===== src/rtl/dbus_reader_if.sv =====
// Request/response bundle between a dbus consumer and its controller.
// The master side issues requests and presents the bus level; the slave side is the reader.
interface dbus_reader_if #(
  parameter int unsigned WIDTH = 12
);
  logic             req;
  logic [1:0]       src;
  logic [WIDTH-1:0] dbus;
  logic [3:0]       rd;
  logic [WIDTH-1:0] q;
  logic             busy;
  logic             done;
  logic             err;

  modport master (
    output req, src, dbus,
    input  rd, q, busy, done, err
  );

  modport slave (
    input  req, src, dbus,
    output rd, q, busy, done, err
  );
endinterface


===== src/rtl/dbus_reader.sv =====
// Sequenced reader for the open-drain dbus: strobe a source, let the bus settle,
// double-sample for stability and latch the word.
module dbus_reader #(
  parameter int unsigned WIDTH  = 12,
  parameter int unsigned SETTLE = 2
) (
  input  logic         clk,
  input  logic         rst,
  dbus_reader_if.slave bus
);
  localparam int unsigned CNT_W = 4;
  localparam int unsigned SEL_W = 2;
  localparam int unsigned RD_W  = 4;

  typedef enum logic [2:0] {
    ST_IDLE,
    ST_DRIVE,
    ST_S1,
    ST_S2,
    ST_DONE
  } state_e;

  state_e           state_q;
  logic [CNT_W-1:0] cnt_q;
  logic [SEL_W-1:0] sel_q;
  logic [WIDTH-1:0] s1_q;
  logic [WIDTH-1:0] q_q;
  logic [RD_W-1:0]  rd_q;
  logic             busy_q;
  logic             done_q;
  logic             err_q;

  logic [RD_W-1:0]  strobe_src_d;
  logic [RD_W-1:0]  strobe_sel_d;

  // One-hot strobe decode; only ever loaded into rd_q, never routed to the port.
  always_comb begin
    strobe_src_d = RD_W'(1) << bus.src;
    strobe_sel_d = RD_W'(1) << sel_q;
  end

  always_ff @(posedge clk or posedge rst) begin
    if (rst) begin
      state_q <= ST_IDLE;
      cnt_q   <= '0;
      sel_q   <= '0;
      s1_q    <= '0;
      q_q     <= '0;
      rd_q    <= '0;
      busy_q  <= 1'b0;
      done_q  <= 1'b0;
      err_q   <= 1'b0;
    end else begin
      done_q <= 1'b0;
      unique case (state_q)
        ST_IDLE: begin
          if (bus.req) begin
            state_q <= ST_DRIVE;
            sel_q   <= bus.src;
            cnt_q   <= CNT_W'(SETTLE - 1);
            err_q   <= 1'b0;
            rd_q    <= strobe_src_d;
            busy_q  <= 1'b1;
          end
        end
        ST_DRIVE: begin
          rd_q <= strobe_sel_d;
          if (cnt_q == '0) begin
            state_q <= ST_S1;
          end else begin
            cnt_q <= cnt_q - CNT_W'(1);
          end
        end
        ST_S1: begin
          rd_q    <= strobe_sel_d;
          s1_q    <= bus.dbus;
          state_q <= ST_S2;
        end
        ST_S2: begin
          // A mismatch between the two samples keeps the old word and flags the read.
          if (bus.dbus == s1_q) begin
            q_q <= bus.dbus;
          end else begin
            err_q <= 1'b1;
          end
          rd_q    <= '0;
          done_q  <= 1'b1;
          state_q <= ST_DONE;
        end
        ST_DONE: begin
          busy_q  <= 1'b0;
          state_q <= ST_IDLE;
        end
        default: begin
          rd_q    <= '0;
          busy_q  <= 1'b0;
          state_q <= ST_IDLE;
        end
      endcase
    end
  end

  assign bus.rd   = rd_q;
  assign bus.q    = q_q;
  assign bus.busy = busy_q;
  assign bus.done = done_q;
  assign bus.err  = err_q;

  a_rd_onehot0: assert property (@(posedge clk) disable iff (rst) $onehot0(rd_q))
    else $error("rd strobes not one-hot");
endmodule


===== src/flat_wrapper.sv =====
// flat-port wrapper written by rule: the top's interface ports become plain ports
module dbus_reader_flat 
#(
  parameter int unsigned WIDTH  = 12,
  parameter int unsigned SETTLE = 2
)
  (clk, rst, bus_req, bus_src, bus_dbus, bus_rd, bus_q, bus_busy, bus_done, bus_err);
  dbus_reader_if #(.WIDTH(WIDTH)) bus_i ();
  input  logic clk;
  input  logic rst;
  input wire logic [$bits(bus_i.req)-1:0] bus_req;
  input wire logic [$bits(bus_i.src)-1:0] bus_src;
  input wire logic [$bits(bus_i.dbus)-1:0] bus_dbus;
  output wire logic [$bits(bus_i.rd)-1:0] bus_rd;
  output wire logic [$bits(bus_i.q)-1:0] bus_q;
  output wire logic [$bits(bus_i.busy)-1:0] bus_busy;
  output wire logic [$bits(bus_i.done)-1:0] bus_done;
  output wire logic [$bits(bus_i.err)-1:0] bus_err;
  assign bus_i.req = bus_req;
  assign bus_i.src = bus_src;
  assign bus_i.dbus = bus_dbus;
  assign bus_rd = bus_i.rd;
  assign bus_q = bus_i.q;
  assign bus_busy = bus_i.busy;
  assign bus_done = bus_i.done;
  assign bus_err = bus_i.err;
  dbus_reader #(.WIDTH(WIDTH), .SETTLE(SETTLE)) u_core (.clk(clk), .rst(rst), .bus(bus_i));
endmodule

===== config.mk =====
export PLATFORM = sky130hd
export DESIGN_NAME = dbus_reader_flat
export DESIGN_NICKNAME = d
export VERILOG_FILES = /design/src/rtl/dbus_reader_if.sv /design/src/rtl/dbus_reader.sv /design/src/flat_wrapper.sv
export SDC_FILE = /design/constraint.sdc
export NUM_CORES = 1
export LEC_CHECK = 0
export ABC_AREA = 1
export ABC_CLOCK_PERIOD_IN_PS = 2000
export CORE_MARGIN = 10
export CORE_UTILIZATION = 50
export DETAILED_ROUTE_END_ITERATION = 8
export PLACE_DENSITY_LB_ADDON = 0.15
export SYNTH_ARGS = -nofsm -noshare
export SYNTH_HDL_FRONTEND = slang
export SYNTH_SLANG_ARGS = --single-unit

===== constraint.sdc =====
create_clock -name clk -period 2 [get_ports clk]
set_input_delay 0.2 -clock clk [delete_from_list [all_inputs] [get_ports clk]]
set_output_delay 0.2 -clock clk [all_outputs]
set_load 0.02 [all_outputs]

==> impl_metrics.yaml, run 1 <==
synthesis:
  synth_sequential_area_ratio: 0.509
  syn_area_um2: 1970
  yosys.area_share.xor_xnor: 0.0267
  synth-warning-count: 0
  main_combinational_cell_family_by_area_after_synthesis: "simple AND/OR/NAND/NOR gates"
  synthesis.area_per_instance_um2: 8.55
  syn_inst: 230
  synth_nets: 249
  synth-compound-area-share: 0.0668
  ys_ff_latch: 40
  synth_simple_gate_area_frac: 0.271
  synthAdderAreaFrac: 0.0127
  postSynth.topFlopCell: "sky130_fd_sc_hd__dfrtp_1"
  netlist-cell-type-count: 30
  synth.mux.area_fraction: 0.0229
  postSynth.asyncResetShare: 1.00
  count_of_flip_flops_with_a_built_in_enable_after_synthesis: 0
pwr:
  power.share.clock: 0.222
  peakVddDrop_uv: 848
  post-layout-total-power_mw: 3.22
  p_int_mw: 2.02
  switching_power_mw: 1.21
  sequentialPowerShare: 0.383
  netSwitchingFraction: 0.375
  p_comb_frac: 0.395
  total_leakage_power_nw: 1.25
  powerDensity_nw_per_um2: 1300
grt:
  grt_start_max_net_pins: 41
  first_global_vias: 1546
  wire_length_of_the_first_global_routing_pass_um: 6750
  grt_usage: 0.128
  number_of_antenna_violations_at_the_first_check_in_global_routing: 0
  grt-ovfl-total: 0
sta:
  fin_worst_hold_slack_ns: 0.330
  worst_pin_slew_ns: 0.487
  max_clock_freq_ghz: 0.671
  relSlewSlack: 0.675
  grt_setup_unrepaired: "no"
  fin_tns_setup_ns: 0
  timing_hold_violations_final: 0
  timing.final.setup_violations: 0
  period_share: 0.745
  fin_worst_skew_ns: 0.00274
  postLayoutSetupSlackWorst_ns: 0.510
  final_max_slew_viol_count: 0
  period_needed_ns: 1.49
route:
  met1_length_um: 1840
  drc_errors: 0
  dr.max_layer_used: "met4"
  detailedRoute.firstIterationViolations: 73
  finalWirelength_um: 4020
  route.met3.wl_um: 304
  route.vias.total: 1558
  post_drt_via_cell_ratio: 4.88
  wl_per_cell_um: 12.6
  drt-pass1-iter-count: 4
  met2_wirelength_um: 1830
  route.antenna.remaining_nets: 0
clocking:
  h-tree-depth: 2
  max_buffers_root_to_sink: 2
  cts_hold_buf: 0
  post_cts_setup_driven_buffer_insertion_count: 0
  cts_root_buf: "sky130_fd_sc_hd__clkbuf_8"
  cts_inserted_buffers: 5
  clk_pin_slew_worst_paths_ns: 0.07
  clock-sinks: 40
  clock_insertion_delay_worst_skew_ns: 0.30
  tritoncts_clock_tree: "yes"
  ctsResizeCount: 0
critical_path:
  crit_path_cell_trace: "inv_2 > nand3_2 > nand2_1 > nand2_1 > o21ai_1 > inv_1 > nand2_1 > o22ai_1"
  path_common_cell: "sky130_fd_sc_hd__nand2_1"
  worstPathRequired_ns: 2.18
  worst-path-max-fanout: 11
  worst_ep_arrival_time_ns: 1.67
  critical_path_startpoint_category: "register"
  timing.critical_path.to_type: "register"
  critical_path_class: "register to register"
  max_stage_delay_ns: 0.43
  critPathTopFamily: "simple AND/OR/NAND/NOR gates"
  cpMaxStageDelayCell: "sky130_fd_sc_hd__dfrtp_1"
  cp.buffers_inverters: 2
min_path:
  hold_class: "input pin to asynchronous set/reset pin"
placement:
  preCtsSetupSlack_ns: 0.254
  gp_routability_congestion: 0.798
  hpwl_um: 3170
  buffer_ports.inserted: 35
layout:
  layout_commonest_cell: "sky130_fd_sc_hd__nand2_1"
  most-common-layout-cells: "sky130_fd_sc_hd__nand2_1 (77), sky130_fd_sc_hd__dfrtp_1 (40), sky130_fd_sc_hd__clkdlybuf4s50_1 (35)"
  layout.core_utilization: 0.665
  diodes: 0
  area_growth_pct: 26.6
  layout-drive-gt1-share: 0.114
  layout.nets: 289
die:
  core.rowCount: 22
  fp.dieW_um: 82.7
  core_region_area_um2: 3740
  die_area_um2: 6840
  effective_utilization_at_floorplan: 0.525
  die_height_um: 82.7
  pin_count: 36
job:
  cap_viol_max_count: 0
outcome:
  run_status: "finished, final reports clean"
==> power by group through the flow <==
| stage | sequential, mW | combinational (mW) | clock, mW |
|---|---|---|---|
| after global routing | 1.27 | 1.46 | 0.760 |
| after detailed placement | 1.25 | 1.28 | 0 |
| after CTS | 1.23 | 1.29 | 0.729 |
| after global placement | 1.24 | 1.25 | 0 |
| final | 1.23 | 1.27 | 0.717 |
| after floorplan | 1.29 | 0.902 | 0 |
==> synth_stat cells, types with 3 or more instances <==
cell type | count | share of area
sky130_fd_sc_hd__dfrtp_1 | 40 | 0.51
sky130_fd_sc_hd__inv_1 | 31 | 0.059
sky130_fd_sc_hd__inv_2 | 5 | 0.0095
sky130_fd_sc_hd__mux2_1 | 3 | 0.017
sky130_fd_sc_hd__nand2_1 | 77 | 0.15
sky130_fd_sc_hd__nand2_2 | 4 | 0.013
sky130_fd_sc_hd__nand4_1 | 13 | 0.041
sky130_fd_sc_hd__nor2_1 | 6 | 0.011
sky130_fd_sc_hd__o21ai_0 | 13 | 0.033
sky130_fd_sc_hd__o21ai_1 | 3 | 0.0076
sky130_fd_sc_hd__o22ai_1 | 4 | 0.013
sky130_fd_sc_hd__xnor2_1 | 4 | 0.018
==> worst reg2reg max path, stage by stage (launching register included) <==
cell	delay, ns
sky130_fd_sc_hd__dfrtp_1	0.43
sky130_fd_sc_hd__inv_2	0.13
sky130_fd_sc_hd__nand3_2	0.21
sky130_fd_sc_hd__nand2_1	0.24
sky130_fd_sc_hd__nand2_1	0.07
sky130_fd_sc_hd__o21ai_1	0.10
sky130_fd_sc_hd__inv_1	0.06
sky130_fd_sc_hd__nand2_1	0.08
sky130_fd_sc_hd__o22ai_1	0.07
==> kinds of logic (layout without fill, tap and decap cells) <==
kind of cell | Yosys count | in the layout
multiplexers | 4 | 4
AND/OR/NAND/NOR | 112 | 112
flip-flops | 40 | 40
XOR/XNOR | 6 | 6
buffers and inverters | 42 | 83
adder cells (fa/ha/maj) | 2 | 2
AO/OA/AOI/OAI | 24 | 24
==> sequential cells by signal, indices dropped and copies added, names as in the netlist <==
signal           cells
u_core.bus.q        12
u_core.s1_q         12
u_core.bus.rd        4
u_core.cnt_q         4
u_core.state_q       3
u_core.sel_q         2
u_core.bus.busy      1
u_core.bus.done      1
u_core.bus.err       1
==> path summary, 6_finish.rpt <==
check / cells past startpoint / startpoint / slack [ns] / end
setup reg to reg: 8 / u_core.state_q[2]$_DFFE_PP0P_ / 0.51 / u_core.bus.rd[0]$_DFFE_PP0P_
setup / recovery: 8 / u_core.state_q[2]$_DFFE_PP0P_ / 0.51 / u_core.bus.rd[0]$_DFFE_PP0P_
max in group asynchronous: 3 / rst / 1.34 / u_core.s1_q[0]$_DFFE_PP0P_
hold reg to reg: 2 / u_core.bus.q[4]$_DFFE_PP0P_ / 0.47 / u_core.bus.q[4]$_DFFE_PP0P_
min in group clk: 2 / u_core.bus.q[4]$_DFFE_PP0P_ / 0.47 / u_core.bus.q[4]$_DFFE_PP0P_
hold / removal: 3 / rst / 0.33 / u_core.bus.rd[0]$_DFFE_PP0P_
==> layout make-up <==
cell class,instances,area [um2]
Fill cell,362,1250
Clock buffer,7,96.3
Tap cell,48,60.1
Clock inverter,1,30.0
Multi-Input combinational cell,148,786
Inverter,36,135
Sequential cell,40,1000
Timing Repair Buffer,39,380
==> layer usage <==
layer,GRT usage,vias to the layer above
li1,-,809
met1,0.157,710
met2,0.199,32
met3,0.0454,7
met4,0.0518,0
met5,0,-
==> through the flow <==
stage | cells | cell area [um2]
2_1_floorplan | 230 | 1970
3_3_place_gp | 311 | 2360
3_5_place_dp | 311 | 2360
4_1_cts | 319 | 2490
5_1_grt | 319 | 2490
6_report | 319 | 2490
Note: power is estimated with default switching activity, not from simulation.
==> inputs of run 2 (changes only) <==
Settings changed: ABC_CLOCK_PERIOD_IN_PS 2000 to 1300, CORE_UTILIZATION 50 to 47.
Clock period 2 ns to 1.3 ns, I/O delays scaled along.
==> run 2 against run 1 <==
Largest power group unchanged. Utilization increased by 3.2 points. Highest routed layer unchanged. Total power increased by 67%. Register-to-register slack got worse by 0.58 ns. Clock skew increased by 0.0048 ns. Cell area increased by 13%. Critical endpoint is now u_core.bus.q[1]$_DFFE_PP0P_. Clock power increased by 19%. Count of clock-buffer cells in the layout increased by 1. The run now ends with negative setup slack left. Non-clock buffer count increased by 28.
==> impl_metrics.yaml, run 2 (synthesis results as in run 1) <==
pwr:
  total_leakage_power_nw: 1.49
  netSwitchingFraction: 0.397
  peakVddDrop_uv: 1270
  switching_power_mw: 2.14
  powerDensity_nw_per_um2: 1920
  sequentialPowerShare: 0.355
  p_comb_frac: 0.487
  power.share.clock: 0.158
  post-layout-total-power_mw: 5.39
  p_int_mw: 3.25
placement:
  hpwl_um: 3130
  placed_cells: 334
  gp_routability_congestion: 0.802
  detailed_place.area_um2: 2530
  buffer_ports.inserted: 35
  preCtsSetupSlack_ns: -0.268
sta:
  fin_tns_setup_ns: -0.559
  fin_worst_skew_ns: 0.00754
  grt_setup_unrepaired: "yes"
  period_share: 1.06
  period_needed_ns: 1.37
  relSlewSlack: 0.785
  postLayoutSetupSlackWorst_ns: -0.0738
  max_clock_freq_ghz: 0.728
  timing_hold_violations_final: 0
  final_max_slew_viol_count: 0
  timing.final.setup_violations: 13
  fin_worst_hold_slack_ns: 0.178
  worst_pin_slew_ns: 0.320
layout:
  layout_commonest_cell: "sky130_fd_sc_hd__nand2_1"
  diodes: 0
  layout-drive-gt1-share: 0.273
  postLayoutCellArea_um2: 2810
  number_of_inserted_filler_cells_in_the_final_layout: 348
  most-common-layout-cells: "sky130_fd_sc_hd__nand2_1 (61), sky130_fd_sc_hd__dfrtp_1 (39), sky130_fd_sc_hd__inv_1 (30)"
  multiInputGateArea_um2: 897
  layoutNonFillerInstCount: 350
  regArea_um2: 1000
  layout.core_utilization: 0.697
  area_growth_pct: 42.9
  layout.nets: 318
clocking:
  tritoncts_clock_tree: "yes"
  clock-sinks: 40
  cts_root_buf: "sky130_fd_sc_hd__clkbuf_8"
  h-tree-depth: 2
  clock_insertion_delay_worst_skew_ns: 0.29
  cts_inserted_buffers: 5
  clk_pin_slew_worst_paths_ns: 0.07
  max_buffers_root_to_sink: 2
critical_path:
  worst-r2r-setup-slack_ns: -0.07
  critical_path_startpoint_category: "register"
  worst_ep_arrival_time_ns: 1.56
  worst-path-max-fanout: 6
  timing.critical_path.to_type: "register"
  critical_path_class: "register to register"
  r2r_cells: 10
  regToRegEndpoint: "u_core.bus.q[1]$_DFFE_PP0P_"
  reg2reg_from: "u_core.s1_q[10]$_DFFE_PP0P_"
  worstPathRequired_ns: 1.48
job:
  cap_viol_max_count: 0
die:
  core_region_area_um2: 4030
  die_height_um: 84.7
  effective_utilization_at_floorplan: 0.488
  core.rowCount: 23
  pin_count: 36
  fp.dieW_um: 84.7
  die_area_um2: 7170
grt:
  number_of_antenna_violations_at_the_first_check_in_global_routing: 0
  first_global_vias: 1634
  gr-usage-met3: 0.0512
  grt-ovfl-total: 0
  grtUsageMet1: 0.137
  grt_start_max_net_pins: 41
  gr-usage-met2: 0.198
  top_usage_layer: "met2"
  grt_usage: 0.122
  wire_length_of_the_first_global_routing_pass_um: 7270
route:
  detailedRoute.firstIterationViolations: 51
  route.antenna.remaining_nets: 0
  route.vias.total: 1712
  drc_errors: 0
  post_drt_via_cell_ratio: 4.89
  drt-pass1-iter-count: 4
  wl_per_cell_um: 12.8
  finalWirelength_um: 4500
outcome:
  run_status: "finished, violations left"
  failed_checks: "negative setup slack"
min_path:
  hold_class: "input pin to asynchronous set/reset pin"
-- run 2: cell types whose count changed in the layout (fill, tap and decap cells not counted), sizes merged --
cell,before,now
buf,4,31
clkbuf,7,9
bufinv,1,0
clkdlybuf4s50,35,16
dlygate4sd2,0,19
nand3,5,6
-- run 2: final cells by class --
| class | instances | share of cell area |
|---|---|---|
| Sequential cell | 40 | 0.357 |
| Tap cell | 50 | 0.0223 |
| Clock buffer | 8 | 0.0321 |
| Inverter | 36 | 0.0499 |
| Multi-Input combinational cell | 149 | 0.319 |
| Timing Repair Buffer | 67 | 0.220 |
-- run 2: critical path, cell delays in order (launching register included) --
cell and delay (ns):
sky130_fd_sc_hd__dfrtp_1 0.40, sky130_fd_sc_hd__inv_1 0.06, sky130_fd_sc_hd__nand2_1 0.05, sky130_fd_sc_hd__nand2_1 0.08, sky130_fd_sc_hd__nand2_2 0.07, sky130_fd_sc_hd__inv_2 0.05
sky130_fd_sc_hd__nand2_2 0.05, sky130_fd_sc_hd__nor2_4 0.18, sky130_fd_sc_hd__nand3_2 0.17, sky130_fd_sc_hd__nand2_1 0.11, sky130_fd_sc_hd__nand2_1 0.05
-- run 2: worst max path at each step --
stage | start | endpoint | slack, ns | depth (start not counted)
finish | u_core.s1_q[10]$_DFFE_PP0P_ | u_core.bus.q[1]$_DFFE_PP0P_ | -0.07 | 10
global route | u_core.s1_q[10]$_DFFE_PP0P_ | u_core.bus.q[1]$_DFFE_PP0P_ | -0.17 | 10
CTS | u_core.s1_q[0]$_DFFE_PP0P_ | u_core.bus.q[1]$_DFFE_PP0P_ | -0.03 | 6
detailed placement | bus_dbus[11] | u_core.bus.q[1]$_DFFE_PP0P_ | -0.27 | 10
global placement | bus_dbus[9] | u_core.bus.q[7]$_DFFE_PP0P_ | -0.24 | 11
floorplan | u_core.s1_q[0]$_DFFE_PP0P_ | u_core.bus.q[0]$_DFFE_PP0P_ | 0.03 | 7
-- run 2: repair_timing --
action / CTS / global route
gates resized for setup: 20 / 34
buffers inserted: 0 / 6
hold buffers: 0 / 0
cloned: 0 / 2
setup endpoints to repair: 32 / 30
pin swaps: 0 / 11
-- run 2: metal layers --
metal,share of wire,routed length (um),vias up
li1,-,-,867
met1,0.42,1880,796
met2,0.50,2270,43
met3,0.062,278,6
met4,0.016,71,0
met5,0,0,-
-- run 2: power groups by stage --
stage,Clock (mW),Combinational (mW),Sequential [mW]
after floorplan,0,1.39,1.98
after global placement,0,2.16,1.90
after detailed placement,0,2.21,1.91
after CTS,0.875,2.18,1.89
after global routing,0.922,2.96,1.97
final,0.852,2.63,1.91
